[config.mk]
export PLATFORM = sky130hd
export DESIGN_NAME = pri_decoder_stream
export DESIGN_NICKNAME = d
export VERILOG_FILES = /design/src/rtl/pri_pkg.sv /design/src/rtl/pri_decoder_stream_skid_buf.sv /design/src/rtl/pri_decoder_stream.sv
export SDC_FILE = /design/constraint.sdc
export NUM_CORES = 1
export LEC_CHECK = 0
export CAP_MARGIN = 20
export CORE_AREA = 2 2 39 41
export DETAILED_ROUTE_END_ITERATION = 7
export DIE_AREA = 0 0 41 43
export GPL_TIMING_DRIVEN = 0
export PLACE_DENSITY = 0.65
export REMOVE_ABC_BUFFERS = 1
export SKIP_CTS_REPAIR_TIMING = 1
export SLEW_MARGIN = 40
export SYNTH_ARGS = -nofsm -noshare
export SYNTH_HDL_FRONTEND = slang
export SYNTH_SLANG_ARGS = --single-unit
[constraint.sdc]
create_clock -name clk -period 2 [get_ports clk]
set_clock_uncertainty 0.15 [all_clocks]
set_input_delay 0.4 -clock clk [delete_from_list [all_inputs] [get_ports clk]]
set_output_delay 0.4 -clock clk [all_outputs]
set_load 0.02 [all_outputs]
[src/rtl/pri_pkg.sv]
// pri_pkg: index-width helper and skid-buffer state encoding shared by the priority encode/decode blocks
package pri_pkg;
  typedef enum logic [1:0] {EMPTY = 2'd0, ONE = 2'd1, TWO = 2'd2} skid_state_t;
  function automatic int idx_width(input int w);
    return (w > 1) ? $clog2(w) : 1;
  endfunction
endpackage

[src/rtl/pri_decoder_stream_skid_buf.sv]
// skid_buf: generic 2-entry valid/ready skid buffer; in_ready comes straight from state, never from out_ready
module skid_buf
  import pri_pkg::*;
#(
  parameter int DW = 4
) (
  input  logic          clk,
  input  logic          rst_n,
  input  logic          in_valid,
  output logic          in_ready,
  input  logic [DW-1:0] in_data,
  output logic          out_valid,
  input  logic          out_ready,
  output logic [DW-1:0] out_data
);
  skid_state_t state_q, state_d;
  logic [DW-1:0] main_q, main_d, skid_q, skid_d;
  logic acc, drn;
  assign in_ready  = (state_q != TWO);
  assign out_valid = (state_q != EMPTY);
  assign out_data  = main_q;
  assign acc = in_valid & in_ready;
  assign drn = out_valid & out_ready;
  always_ff @(posedge clk or negedge rst_n) begin
    if (!rst_n) begin
      state_q <= EMPTY;
      main_q  <= '0;
      skid_q  <= '0;
    end else begin
      state_q <= state_d;
      main_q  <= main_d;
      skid_q  <= skid_d;
    end
  end
  always_comb begin
    state_d = state_q;
    main_d  = main_q;
    skid_d  = skid_q;
    case (state_q)
      EMPTY: begin
        state_d = acc ? ONE : EMPTY;
        main_d  = acc ? in_data : main_q;
      end
      ONE: begin
        state_d = (acc && !drn) ? TWO : (!acc && drn) ? EMPTY : ONE;
        main_d  = (acc && drn) ? in_data : main_q;
        skid_d  = (acc && !drn) ? in_data : skid_q;
      end
      TWO: begin
        state_d = drn ? ONE : TWO;
        main_d  = drn ? skid_q : main_q;
      end
      default: state_d = EMPTY;
    endcase
  end
endmodule

[src/rtl/pri_decoder_stream.sv]
// pri_decoder_stream: index -> one-hot decoder behind a skid buffer; PRI_DECODER_RANGE_CHECK_EN adds out_err
module pri_decoder_stream
  import pri_pkg::*;
#(
  parameter  int IP_WIDTH = 4,
  localparam int OP_WIDTH = idx_width(IP_WIDTH)
) (
  input  logic                clk,
  input  logic                rst_n,
  input  logic                in_valid,
  output logic                in_ready,
  input  logic                in_en,
  input  logic [OP_WIDTH-1:0] in_idx,
  output logic                out_valid,
  input  logic                out_ready,
  output logic [IP_WIDTH-1:0] out_onehot
`ifdef PRI_DECODER_RANGE_CHECK_EN
  ,
  output logic                out_err
`endif
);
  function automatic logic [IP_WIDTH-1:0] decode(input logic en, input logic [OP_WIDTH-1:0] idx);
    return (en && 32'(idx) < IP_WIDTH) ? IP_WIDTH'(1) << idx : '0;
  endfunction
`ifdef PRI_DECODER_RANGE_CHECK_EN
  localparam int DW = IP_WIDTH + 1;
  logic [DW-1:0] in_word, out_word;
  assign in_word = {in_en && 32'(in_idx) >= IP_WIDTH, decode(in_en, in_idx)};
  assign {out_err, out_onehot} = out_word;
`else
  localparam int DW = IP_WIDTH;
  logic [DW-1:0] in_word, out_word;
  assign in_word    = decode(in_en, in_idx);
  assign out_onehot = out_word;
`endif
  skid_buf #(.DW(DW)) u_skid (
    .clk      (clk),
    .rst_n    (rst_n),
    .in_valid (in_valid),
    .in_ready (in_ready),
    .in_data  (in_word),
    .out_valid(out_valid),
    .out_ready(out_ready),
    .out_data (out_word)
  );
endmodule
; ---- Yosys cells after proc, flatten, opt, wreduce, memory -nomap -nowiden
; Index checks and enable logic that the tools add are counted.
[totals]
ff_bits = 10
input_bits = 7
output_inout_bits = 6
[classes]
eq_ne = 6
shifts = 1
mux = 10
n_bitwise = 2
n_reduce_logical = 10
[ops]
columns = op, n
row1 = two-way mux 4 bit, 4
row2 = case mux 4 bit (3 select lines), 1
row3 = "inequality test 2 x 1 -> 1 bit, second input constant", 3
row4 = case mux 2 bit (3 select lines), 1
row5 = two-way mux 2 bit, 2
row6 = AND reduction 4 bit, 1
row7 = "left shift 1 x 2 -> 4 bit, first input constant", 1
row8 = logical AND 1 bit, 3
row9 = nonzero test 3 bit, 1
row10 = bitwise AND 1 bit, 2
row11 = "equality test 2 x 1 -> 1 bit, second input constant", 1
row12 = "equality test 2 bit, second input constant", 1
row13 = logical NOT 1 bit, 2
row14 = logical NOT 2 bit, 1
row15 = two-way mux 1 bit, 2
row16 = "inequality test 2 bit, second input constant", 1
row17 = AND reduction 2 bit, 1
row18 = nonzero test 2 bit, 1

; ---- Logic depth before layout (Yosys ltp)
[logic_depth]
ltp_word = 7
ltp_mapped = 4

; ---- Cells and area by module
; Synthesis repeated with hierarchy kept, for this count alone.
[unflattened]
cells_unflattened = 41
area_unflattened_um2 = 538.0
[modules_own_cells]
columns = mod, instances, cells_each, area_per_inst_um2, seq_area_each_um2
row1 = skid_buf, 1, 37, 500.5, 250.2
row2 = pri_decoder_stream, 1, 4, 37.5, 0.0

; ---- Least setup slack after synthesis
; OpenSTA, ideal clock, no wires.
[synth_timing]
kind = reg2reg
from = register u_skid.state_q[0]
to = register u_skid.main_q[0], in the netlist u_skid.out_data[0]
setup_time_ns = 0.125
arrival_time_ns = 1.241
t_required_ns = 1.725
setup_slack_ns = 0.484
stages_incl_launch_ff = 5
path_buffers = 1
synth_period_minus_slack_ns = 1.516
path_cell_list = dfrtp_1 -> nand2b_1 -> buf_6 -> mux2_4 -> mux2_2
[synth_between]
elab_chain_cells = 5
[synth_rtl]
columns = item, line_no
row1 = from (decl), pri_decoder_stream_skid_buf.sv:16  ; skid_state_t state_q, state_d;
row2 = from (signal assigned), pri_decoder_stream_skid_buf.sv:30  ; state_q <= state_d;
row3 = inequality test 2 bit (*), pri_decoder_stream_skid_buf.sv:19  ; assign in_ready = (state_q != TWO);
row4 = net in_ready, pri_decoder_stream.sv:11  ; output logic in_ready,
row5 = bitwise AND 1 bit (*), pri_decoder_stream_skid_buf.sv:22  ; assign acc = in_valid & in_ready;
row6 = logical AND 1 bit, pri_decoder_stream_skid_buf.sv:46  ; main_d = (acc && drn) ? in_data : main_q;
row7 = inequality test 2 x 1 -> 1 bit (no line), -
row8 = AND reduction 4 bit (no line) (*), -
row9 = to (signal assigned), pri_decoder_stream_skid_buf.sv:31  ; main_q <= main_d;
row10 = to (decl), pri_decoder_stream_skid_buf.sv:17  ; logic [DW-1:0] main_q, main_d, skid_q, skid_d;
; Mark *: on every way through the listed nets, which the timed path passes. The rest lies on a longest branch.
; A chain may end at the register's enable or synchronous reset.

; ---- Worst setup path in the final report
[layout_timing]
from = input port in_valid
to = register u_skid.main_q[1], in the netlist u_skid.out_data[1]
[layout_between]
elab_chain_cells = 4
[layout_rtl]
columns = item, line_no
row1 = from (decl), pri_decoder_stream.sv:10  ; input logic in_valid,
row2 = bitwise AND 1 bit (*), pri_decoder_stream_skid_buf.sv:22
row3 = logical AND 1 bit, pri_decoder_stream_skid_buf.sv:46
row4 = inequality test 2 x 1 -> 1 bit (no line), -
row5 = AND reduction 4 bit (no line) (*), -
; Mark *: on every way between the ends. The rest lies on a longest branch, timed or not.

==> flow_metrics.py <==
metrics = {
    "routing": {
        "drt-met1-wl_um": 393,
        "drt-initial-drc-count": 4,
        "drc": 0,
        "dr.pass1.iters": 2,
        "wl_met2_um": 405,
        "via_per_inst": 4.93,
        "wl_per_cell_um": 11.4,
        "num_vias": 365,
        "wirelength_um": 843,
        "detail-route-antenna-nets": 0,
        "highest_layer": "met3",
        "wl_met3_um": 44,
    },
    "synthesis": {
        "synth.avg_cell_area_um2": 11.7,
        "ys_ff_latch": 10,
        "yosysMostFrequentCell": "dfrtp_1",
        "synth.area.top_cells": "dfrtp_1 49%, mux2_2 13%, mux2_4 5.8%",
        "yosysTopAreaCell": "dfrtp_1",
        "netlist_area_um2": 515,
        "async_flop_share_pct": 100,
        "ys_seq_area_share_pct": 48.5,
        "synth.distinct_cells": 20,
        "synth_common_cells": "10 x dfrtp_1, 6 x mux2_2, 4 x nand2_1",
        "synth-main-ff-cell": "dfrtp_1",
        "yosysWarnings": 0,
        "synth_edf_count": 0,
        "yosysTopAreaCellShare_pct": 48.5,
        "postSynthCellCount": 44,
    },
    "power_and_ir_drop": {
        "power.leakage_uw": 0.000318,
        "power.density_nw_per_um2": 813,
        "vdd_ir_drop_max_mv": 0.405,
    },
    "grt": {
        "antenna_found_initial": 0,
        "overflow": 0,
        "gr-usage-all-layers_pct": 12.8,
        "grt_pass1_wl_um": 1500,
        "first_global_vias": 371,
        "grt_max_degree": 11,
    },
    "clocking": {
        "cts_htree_levels": 1,
        "clockBufferDepth": 2,
        "cts_tree": "done",
        "clkSinkCount": 10,
        "clock_latency_ns": 0.25,
        "cts_root_buffer": "clkbuf_4",
        "path_clk_slew_ns": 0.06,
        "cts_inserted_buffers": 3,
    },
    "floorplanning": {
        "die_w_um": 41,
        "io_pins": 13,
        "std_cell_rows": 14,
        "core_area_um2": 1380,
        "initial_core_util_pct": 37.3,
        "die_h_um": 43,
        "die_area_um2": 1760,
    },
    "critical_path": {
        "worstSetupPathType": "input pin to register",
        "r2r_setup_slack_ns": 0.43,
        "worstPathRequired_ns": 1.99,
        "cp_max_fo": 4,
        "cp-start-kind": "input pin",
        "timing.rr.end": "u_skid.out_data[1]$_DFFE_PN0P_",
        "rr_worst_depth": 3,
        "arrival_ns": 1.77,
        "endpoint_kind": "register",
        "max_stage_delay_ns": 0.52,
        "timing.rr.start": "u_skid.state_q[0]$_DFF_PN0_",
        "crit_chain": "clkdlybuf4s50_1 > nor2b_1 > a22o_1 > mux2_2",
        "cp_slowest_cell": "clkdlybuf4s50_1",
    },
    "final_layout": {
        "fillerInstances": 134,
        "nets": 67,
        "antenna_cells": 0,
        "area_delta_synth_final_pct": 30.8,
        "drive_gt1_share_pct": 22.4,
        "fin_util_pct": 48.7,
    },
    "sta": {
        "drv_slew": 0,
        "hold_slack_ns": 0.296,
        "rsz0062_at_grt": "no",
        "slew_headroom_pct": 71.7,
        "hold_violations": 0,
        "post-route-min-period_ns": 1.79,
        "fin_crit_sh_pct": 89.4,
        "fmax_ghz": 0.560,
        "finalSetupViolations": 0,
        "tightest_slew_ns": 0.424,
    },
    "outcome": {
        "outcome": "finished, final reports clean",
    },
    "worst_hold_path": {
        "worstHoldPathType": "input pin to asynchronous set/reset pin",
    },
    "place": {
        "place_hpwl_um": 656,
        "port_buffers": 12,
        "gp_congestion": 0.681,
    },
    "flow_run": {
        "drv_cap": 0,
    },
}
## worst max path at each step
stage	slack (ns)	cells past startpoint	from	end
floorplan	0.35	3	u_skid.state_q[0]$_DFF_PN0_	u_skid.out_data[0]$_DFFE_PN0P_
global placement	-0.06	4	in_valid	u_skid.out_data[3]$_DFFE_PN0P_
detailed placement	-0.05	4	in_valid	u_skid.out_data[1]$_DFFE_PN0P_
CTS	-0.27	2	u_skid.state_q[0]$_DFF_PN0_	in_ready
global route	0.13	4	in_valid	u_skid.out_data[1]$_DFFE_PN0P_
finish	0.21	4	in_valid	u_skid.out_data[1]$_DFFE_PN0P_
## worst max-delay path: cells and delay by family
family | cells | cell delay (ns)
AO/OA/AOI/OAI | 1 | 0.27
buffers and inverters | 1 | 0.52
multiplexers | 1 | 0.35
AND/OR/NAND/NOR | 1 | 0.23
## logic make-up after synthesis
| logic type | after synthesis | share of synthesized area (%) |
|---|---|---|
| AND/OR/NAND/NOR | 14 | 16.7 |
| multiplexers | 10 | 22.8 |
| flip-flops | 10 | 48.5 |
| AO/OA/AOI/OAI | 7 | 8.25 |
| buffers and inverters | 3 | 3.64 |
## through the flow
step,total power [µW],worst slack [ns],cell area [µm²],setup TNS [ns],std cells
after floorplan,354,0.351,504,0,43
after global placement,421,-0.0592,644,-0.229,71
after detailed placement,424,-0.0511,644,-0.188,71
after CTS,556,-0.267,667,-0.351,74
after global routing,582,0.127,674,0,74
final,548,0.213,674,0,74
## state kept, by name, summed over array words and instances, names as in the netlist
register         flops
u_skid.skid_q        4
u_skid.out_data      4
u_skid.state_q       2
## power by group
group	leakage, µW	switching [µW]	internal (µW)
logic	0.000171	70.7	88.9
registers	0.000133	23.0	236
clock network	0.0000138	61.0	69.1
total	0.000318	155	394
## placed cells by master, fill, tap and decap left out, drive strengths merged, types with 3 or more instances in the layout
master	synthesis	layout
clkdlybuf4s50	0	10
dfrtp	10	10
mux2	8	8
nand2	4	4
clkbuf	0	3
## layout make-up
type / count / area [µm²] / share of cell area [%]
Sequential cell: 10 / 250 / 37.1
Timing Repair Buffer: 12 / 125 / 18.6
Multi-Input combinational cell: 31 / 249 / 36.9
Inverter: 2 / 7.51 / 1.11
Tap cell: 16 / 20.0 / 2.97
Clock buffer: 3 / 22.5 / 3.34
## routing by layer
layer | track usage, % | vias to the layer above
met1 | 15.4 | 169
li1 | - | 188
met2 | 20.3 | 8
met5 | 0 | -
met4 | 6.00 | 0
met3 | 3.14 | 0
Note: power is estimated with default switching activity, not from simulation.
